### src/rtl/mem_port_arbiter.sv
// Arbitrates one single-ported req/ack memory between instruction fetch and MEM-stage data access.
// Data wins by default; a grant streak counter forces a fetch after STARVE_LIMIT data grants.
module mem_port_arbiter #(
    parameter int unsigned STARVE_LIMIT = 4
) (
    input  logic        clk,
    input  logic        rst_n,
    input  logic        if_req,
    input  logic [31:0] if_addr,
    output logic [31:0] if_rdata,
    output logic        if_valid,
    input  logic        dm_req,
    input  logic        dm_we,
    input  logic        dm_byte,
    input  logic        dm_signextend,
    input  logic [31:0] dm_addr,
    input  logic [31:0] dm_wdata,
    output logic [31:0] dm_rdata,
    output logic        dm_done,
    output logic        dm_misaligned,
    output logic        stall_if,
    output logic        stall_mem,
    output logic        mem_req,
    output logic        mem_we,
    output logic [3:0]  mem_be,
    output logic [31:0] mem_addr,
    output logic [31:0] mem_wdata,
    input  logic        mem_ack,
    input  logic [31:0] mem_rdata
);

    localparam int unsigned STREAK_W = 4;

    typedef enum logic [1:0] {IDLE, IF_BUSY, DM_BUSY} state_e;

    state_e              state_q;
    logic [STREAK_W-1:0] streak_q;
    logic                mem_req_q;
    logic                mem_we_q;
    logic [3:0]          mem_be_q;
    logic [31:0]         mem_addr_q;
    logic [31:0]         mem_wdata_q;
    logic [31:0]         if_rdata_q;
    logic                if_valid_q;
    logic [31:0]         dm_rdata_q;
    logic                dm_done_q;
    logic                dm_misaligned_q;
    // Attributes of the in-flight data access, latched at grant
    logic                byte_q;
    logic                sext_q;
    logic [1:0]          lane_q;
    logic                misal_q;

    logic                starve_c;
    logic                grant_dm_c;
    logic [STREAK_W-1:0] streak_d;
    logic [3:0]          dm_be_c;
    logic [31:0]         dm_wdata_c;
    logic [7:0]          rd_byte_c;
    logic [31:0]         dm_fmt_c;
    logic                unused_c;

    assign unused_c = ^if_addr[1:0];

    // Grant decision and streak update for the IDLE state
    always_comb begin
        starve_c   = if_req && (streak_q == STREAK_W'(STARVE_LIMIT));
        grant_dm_c = dm_req && !starve_c;
        streak_d   = '0;
        if (if_req) begin
            streak_d = (streak_q == STREAK_W'(STARVE_LIMIT)) ? streak_q
                                                              : streak_q + STREAK_W'(1);
        end
    end

    // Store lane steering and load formatting
    always_comb begin
        dm_be_c    = dm_byte ? (4'b0001 << dm_addr[1:0]) : 4'hF;
        dm_wdata_c = dm_byte ? {4{dm_wdata[7:0]}} : dm_wdata;
        case (lane_q)
            2'd0:    rd_byte_c = mem_rdata[7:0];
            2'd1:    rd_byte_c = mem_rdata[15:8];
            2'd2:    rd_byte_c = mem_rdata[23:16];
            default: rd_byte_c = mem_rdata[31:24];
        endcase
        dm_fmt_c = byte_q ? {{24{sext_q & rd_byte_c[7]}}, rd_byte_c} : mem_rdata;
    end

    always_ff @(posedge clk) begin
        if (!rst_n) begin
            state_q         <= IDLE;
            streak_q        <= '0;
            mem_req_q       <= 1'b0;
            mem_we_q        <= 1'b0;
            mem_be_q        <= '0;
            mem_addr_q      <= '0;
            mem_wdata_q     <= '0;
            if_rdata_q      <= '0;
            if_valid_q      <= 1'b0;
            dm_rdata_q      <= '0;
            dm_done_q       <= 1'b0;
            dm_misaligned_q <= 1'b0;
            byte_q          <= 1'b0;
            sext_q          <= 1'b0;
            lane_q          <= '0;
            misal_q         <= 1'b0;
        end else begin
            if_valid_q      <= 1'b0;
            dm_done_q       <= 1'b0;
            dm_misaligned_q <= 1'b0;
            case (state_q)
                IDLE: begin
                    if (grant_dm_c) begin
                        state_q     <= DM_BUSY;
                        streak_q    <= streak_d;
                        mem_req_q   <= 1'b1;
                        mem_we_q    <= dm_we;
                        mem_be_q    <= dm_be_c;
                        mem_addr_q  <= {dm_addr[31:2], 2'b00};
                        mem_wdata_q <= dm_wdata_c;
                        byte_q      <= dm_byte;
                        sext_q      <= dm_signextend;
                        lane_q      <= dm_addr[1:0];
                        misal_q     <= !dm_byte && (dm_addr[1:0] != 2'b00);
                    end else if (if_req) begin
                        state_q    <= IF_BUSY;
                        streak_q   <= '0;
                        mem_req_q  <= 1'b1;
                        mem_we_q   <= 1'b0;
                        mem_be_q   <= 4'hF;
                        mem_addr_q <= {if_addr[31:2], 2'b00};
                    end else begin
                        streak_q <= '0;
                    end
                end
                IF_BUSY: begin
                    if (mem_ack) begin
                        state_q    <= IDLE;
                        mem_req_q  <= 1'b0;
                        mem_we_q   <= 1'b0;
                        if_rdata_q <= mem_rdata;
                        if_valid_q <= 1'b1;
                    end
                end
                DM_BUSY: begin
                    if (mem_ack) begin
                        state_q         <= IDLE;
                        mem_req_q       <= 1'b0;
                        mem_we_q        <= 1'b0;
                        dm_rdata_q      <= dm_fmt_c;
                        dm_done_q       <= 1'b1;
                        dm_misaligned_q <= misal_q;
                    end
                end
                default: state_q <= IDLE;
            endcase
        end
    end

    assign mem_req       = mem_req_q;
    assign mem_we        = mem_we_q;
    assign mem_be        = mem_be_q;
    assign mem_addr      = mem_addr_q;
    assign mem_wdata     = mem_wdata_q;
    assign if_rdata      = if_rdata_q;
    assign if_valid      = if_valid_q;
    assign dm_rdata      = dm_rdata_q;
    assign dm_done       = dm_done_q;
    assign dm_misaligned = dm_misaligned_q;
    assign stall_if      = if_req & ~if_valid_q;
    assign stall_mem     = dm_req & ~dm_done_q;

endmodule
### config.mk
export PLATFORM = sky130hd
export DESIGN_NAME = mem_port_arbiter
export DESIGN_NICKNAME = d
export VERILOG_FILES = /design/src/rtl/mem_port_arbiter.sv
export SDC_FILE = /design/constraint.sdc
export NUM_CORES = 1
export LEC_CHECK = 0
export CELL_PAD_IN_SITES_DETAIL_PLACEMENT = 1
export CELL_PAD_IN_SITES_GLOBAL_PLACEMENT = 2
export CORE_UTILIZATION = 26
export DETAILED_ROUTE_END_ITERATION = 6
export GPL_TIMING_DRIVEN = 1
export HOLD_SLACK_MARGIN = 0.02
export PLACE_DENSITY_LB_ADDON = 0.1
export SLEW_MARGIN = 0
export SYNTH_ARGS = -nofsm -noshare
export SYNTH_HDL_FRONTEND = slang
export SYNTH_SLANG_ARGS = --single-unit
### constraint.sdc
create_clock -name clk -period 2.65 [get_ports clk]
set_input_delay 0.53 -clock clk [delete_from_list [all_inputs] [get_ports clk]]
set_output_delay 0.53 -clock clk [all_outputs]
set_load 0.1 [all_outputs]
# Word level (Yosys, flattened, before mapping)
# Cells that the tools add are included.
[totals]
reg_bits = 148
output_inout_bits = 139
word_cells = 75
[classes]
shifts = 1
reduce_logical = 21
mux = 23
n_bitwise = 5
n_eq_ne = 8
add_sub_neg = 1
[op_table]
columns = ["op", "n"]
rows = [
  ["two-way mux 32 bit", 4],
  ["two-way mux 4 bit", 6],
  ["one-hot mux 8 bit (3 select lines)", 1],
  ["AND reduction 2 bit", 8],
  ["two-way mux 1 bit", 6],
  ["two-way mux 2 bit", 3],
  ["!= test 3 bit (second input constant)", 2],
  ["AND reduction 3 bit", 2],
  ["nonzero test 2 bit", 3],
  ["adder 4 x 1 -> 4 bit (second input constant)", 1],
  ["equality test 2 x 1 -> 1 bit (second input constant)", 2],
  ["equality test 2 bit (second input constant)", 2],
  ["equality test 4 x 3 -> 1 bit (second input constant)", 1],
  ["zero test 2 bit", 2],
  ["one-hot mux 1 bit (2 select lines)", 2],
  ["one-hot mux 2 bit (2 select lines)", 1],
  ["left shift 1 x 2 -> 4 bit (first input constant)", 1],
  ["AND 1 bit", 3],
  ["logical AND 1 bit", 3],
  ["zero test 1 bit", 2],
  ["!= test 2 x 1 -> 1 bit (second input constant)", 1],
  ["inverter 1 bit", 2],
  ["OR reduction 2 bit", 1],
]

# Logic depth before layout (Yosys ltp)
[depth]
depth_word = 6
mapped_depth = 8
ltp_nobuf = 5

# Least setup slack after synthesis
# Ideal clock, no wire load.
[synth_timing]
kind = "register to output"
from = "reg if_valid_q (netlist: if_valid)"
to = "out stall_if"
path_stages_with_launch = 2
path_buffers = 0
setup_slack_ns = 0.006
required_ns = 2.120
arrival_time_ns = 2.114
path_cell_list = "dfxtp_1 -> nor2b_1"
[synth_between]
elab_chain_cells = 2
[synth_lines]
columns = ["item", "line_no", "text"]
rows = [
  ["from (decl)", "44", "logic if_valid_q;"],
  ["from (signal assigned)", "99", "if_valid_q <= 1'b0;"],
  ["from (signal assigned)", "108", "if_valid_q <= 1'b0;"],
  ["from (signal assigned)", "142", "if_valid_q <= 1'b1;"],
  ["inverter 1 bit", "170", "assign stall_if = if_req & ~if_valid_q;"],
  ["AND 1 bit", "170", ""],
  ["to (decl)", "21", "output logic stall_if,"],
]
# No other way between the ends.

# Worst setup path in the final report
[layout_timing]
from = "in if_req"
to = "out stall_if"
[layout_between]
elab_chain_cells = 1
[layout_lines]
columns = ["item", "line_no", "text"]
rows = [
  ["from (decl)", "8", "input logic if_req,"],
  ["AND 1 bit", "170", ""],
]
# No other way between the ends.

==> flow_summary.json <==
{
  "vias": 6935,
  "worst_slew_pin_slew_ns": 0.557,
  "min_path_cells": 2,
  "synth-simple-area-share": 0.149,
  "r2r_start": "state_q[0]",
  "worstSkewPairLatency_ns": 0.43,
  "rsz0062_at_grt": "false",
  "synthToLayoutAreaGrowth_pct": 48.1,
  "cp.required_ns": 2.12,
  "rows": 59,
  "hold_violations": 0,
  "wl_met2_um": 13400,
  "ff2ff_path_depth": 6,
  "ir_worst_vdd_mv": 0.380,
  "multiInputGateArea_um2": 3520,
  "fin_nets": 1174,
  "m1WireLength_um": 12100,
  "die_area_um2": 27000,
  "hpwlAfterDp_um": 18700,
  "rr_endpoint": "dm_rdata[31]",
  "synth_compound_area_frac": 0.298,
  "die_y_um": 164,
  "cts.sinks": 146,
  "root_buffer": "clkbuf_16",
  "grt_usage": 0.204,
  "drive_gt1_frac": 0.198,
  "cellLeakagePower_nw": 4.33,
  "worst_setup_path_start_kind": "primary input",
  "drtPass1Iterations": 4,
  "grt_max_degree": 73,
  "path_max_fanout": 9,
  "cp-end-kind": "output pin",
  "postCtsHoldBufs": 0,
  "fin_crit_ns": 2.26,
  "postRouteAntennaNets": 0,
  "top_layer_used": "met5",
  "synthCells": 804,
  "cp.arrival_ns": 1.73,
  "powerDensity_nw_per_um2": 747,
  "async_reset_ff_frac": 0,
  "die_w_um": 164,
  "grt_pass1_vias": 7026,
  "status": "finished, final reports clean",
  "min_to": "mem_wdata[1]",
  "cts_buffer_depth": 2,
  "drtIter0Drc": 287,
  "p_total_mw": 7.58,
  "setup_viol": 0,
  "postCtsSetupRepairBufs": 0,
  "cpPeakStageDelay_ns": 0.70,
  "wl_met3_um": 1430,
  "ys_warn_count": 0,
  "ys_ff_latch": 146,
  "cts_buffers": 17,
  "post_cts_resize_count": 0,
  "start_util": 0.264,
  "grt_pass1_wl_um": 41900,
  "syn-cell-area_um2": 6850,
  "grt.overflow.total": 0,
  "port_buffers": 270,
  "synth_edf_count": 0,
  "syn_avg_cell_area_um2": 8.52,
  "crit_chain": "clkdlybuf4s50_1 -> nor2b_1 -> buf_12",
  "drv_cap": 0,
  "h-tree-depth": 4,
  "path_class": "in2out",
  "regToRegSetupSlack_ns": 0.83,
  "synth_seq_area_share": 0.427,
  "yosys.area_share.xor_xnor": 0,
  "skew_ns": 0.0154,
  "synthAdderAreaFrac": 0.0110,
  "totalNegativeSetupSlack_ns": 0,
  "slew_headroom": 0.628,
  "num_antenna_cells": 0,
  "path_clk_slew_ns": 0.06,
  "core_region_area_um2": 26000,
  "cts_tree": "yes",
  "slew_viol_final": 0,
  "drc": 0,
  "fmax_mhz": 443,
  "avgRoutedWirePerCell_um": 19.8,
  "synth.area.mux_share": 0.0526,
  "ys_types": 48,
  "slowest_stage": "clkdlybuf4s50_1",
  "hp-class": "reg2reg",
  "period_share": 0.852,
  "drt-total-wl_um": 27400,
  "vias_per_cell": 5.03,
  "globalplace.congestion": 0.737,
  "synth-main-ff-cell": "dfxtp_1",
  "min_from": "mem_wdata[1]",
  "num_io_pins": 275,
  "synth_top_family_by_area": "compound AO/OA/AOI/OAI gates",
  "seqCellArea_um2": 2920,
  "num-fill-cells": 3020,
  "antenna_found_initial": 1
}
==> report_power, final <==
part	switching (mW)	internal [mW]	leakage, nW
Sequential	0.0968	2.37	1.20
Clock	1.07	1.56	0.303
Combinational	1.82	0.667	2.83
==> cell type report <==
type	count	share of cell area
clock inverters	12	0.0165
well taps	335	0.0413
clock buffers	20	0.0450
repair buffers	295	0.260
inverters	7	0.00259
multi-input cells	565	0.347
flip-flops and latches	146	0.288
==> state kept, by name, summed over array words and instances (netlist names), 2 cells and up <==
signal	flops
dm_rdata	32
if_rdata	32
lane_q	2
mem_addr	30
mem_be	4
mem_wdata	32
state_q	2
streak_q	4
==> synth_stat cells (all sizes together), types with 2 or more instances <==
| master | n | area share |
|---|---|---|
| mux2i | 27 | 0.039 |
| nand3 | 50 | 0.037 |
| nand2b | 2 | 0.0018 |
| dfxtp | 146 | 0.43 |
| nor3 | 3 | 0.0022 |
| a21boi | 35 | 0.038 |
| nand2 | 87 | 0.048 |
| nand4b | 3 | 0.0047 |
| and3b | 2 | 0.0026 |
| nand4 | 10 | 0.0091 |
| o22ai | 2 | 0.0018 |
| a2bb2oi | 2 | 0.0035 |
| o211a | 24 | 0.035 |
| a221oi | 6 | 0.0077 |
| and3 | 2 | 0.0018 |
| nor2b | 28 | 0.026 |
| nor2 | 4 | 0.0022 |
| a21oi | 43 | 0.031 |
| a21o | 24 | 0.026 |
| o21a | 3 | 0.0033 |
| ha | 6 | 0.011 |
| and2 | 7 | 0.0064 |
| nor3b | 2 | 0.0022 |
| buf | 33 | 0.028 |
| a32oi | 6 | 0.0077 |
| o211ai | 24 | 0.026 |
| mux2 | 8 | 0.013 |
| a31oi | 34 | 0.031 |
| or4 | 2 | 0.0022 |
| clkbuf | 54 | 0.030 |
| o21ai | 110 | 0.080 |
| inv | 7 | 0.0038 |
==> cells in the final DEF, fill, tap and decap left out, types with 2 or more instances in the layout <==
master	count
o22ai_1	2
clkdlybuf4s50_1	132
nor3b_1	2
nand4_1	10
or4_1	2
clkbuf_8	2
o211a_1	24
a32oi_1	6
a21boi_1	3
nor3_1	3
ha_1	6
a21oi_1	43
dfxtp_1	146
and2_1	7
conb_1	2
a21o_1	24
nor2_1	4
buf_4	156
bufinv_16	3
buf_12	7
nand2_1	87
clkbuf_16	17
inv_6	6
a31oi_1	34
inv_1	7
o21a_1	3
o21ai_0	99
a21boi_0	32
clkinv_4	2
mux2_2	8
o21ai_1	10
a221oi_1	6
o211ai_1	24
mux2i_1	27
and3_1	2
and3b_1	2
nand3_1	50
nor2b_1	28
nand2b_1	2
nand4b_1	2
==> per-layer routing <==
| metal | global-route usage | vias to the layer above |
|---|---|---|
| met3 | 0.0444 | 22 |
| met1 | 0.256 | 3359 |
| li1 | - | 3371 |
| met2 | 0.348 | 181 |
| met4 | 0.0589 | 2 |
| met5 | 0 | - |
==> worst max-delay path, delay by kind of cell <==
kind | cells | cell delay (ns)
buffers and inverters | 2 | 0.91
and+or+nand+nor | 1 | 0.28
==> metrics by stage <==
stage / hold WS (ns) / setup WS (ns) / instance area (um2) / utilization / instances
global route: 0.476 / 0.347 / 10100 / 0.390 / 1380
floorplan: 0.430 / 0.00601 / 6850 / - / 805
global placement: 0.438 / 0.305 / 9520 / 0.366 / 1348
finish: 0.451 / 0.393 / 10100 / 0.390 / 1380
detailed placement: 0.444 / 0.330 / 9520 / 0.366 / 1348
CTS: 0.457 / 0.391 / 10100 / 0.390 / 1380
==> logic make-up after synthesis <==
group / count (synthesis)
multiplexers: 35
AND/OR/NAND/NOR: 205
other: 1
buffers and inverters: 94
flip-flops: 146
adder cells (fa/ha/maj): 6
AO/OA/AOI/OAI: 317
==> worst max-delay path by stage <==
stage,depth (start not counted),start,slack (ns),to
6_report,3,if_req,0.39,stall_if
3_3_place_gp,5,if_req,0.30,byte_q
3_5_place_dp,4,if_req,0.33,state_q[1]
2_1_floorplan,1,if_valid,0.006,stall_if
5_1_grt,3,if_req,0.35,stall_if
4_1_cts,3,if_req,0.39,stall_if
No activity file was read; power rests on OpenSTA's default activity.
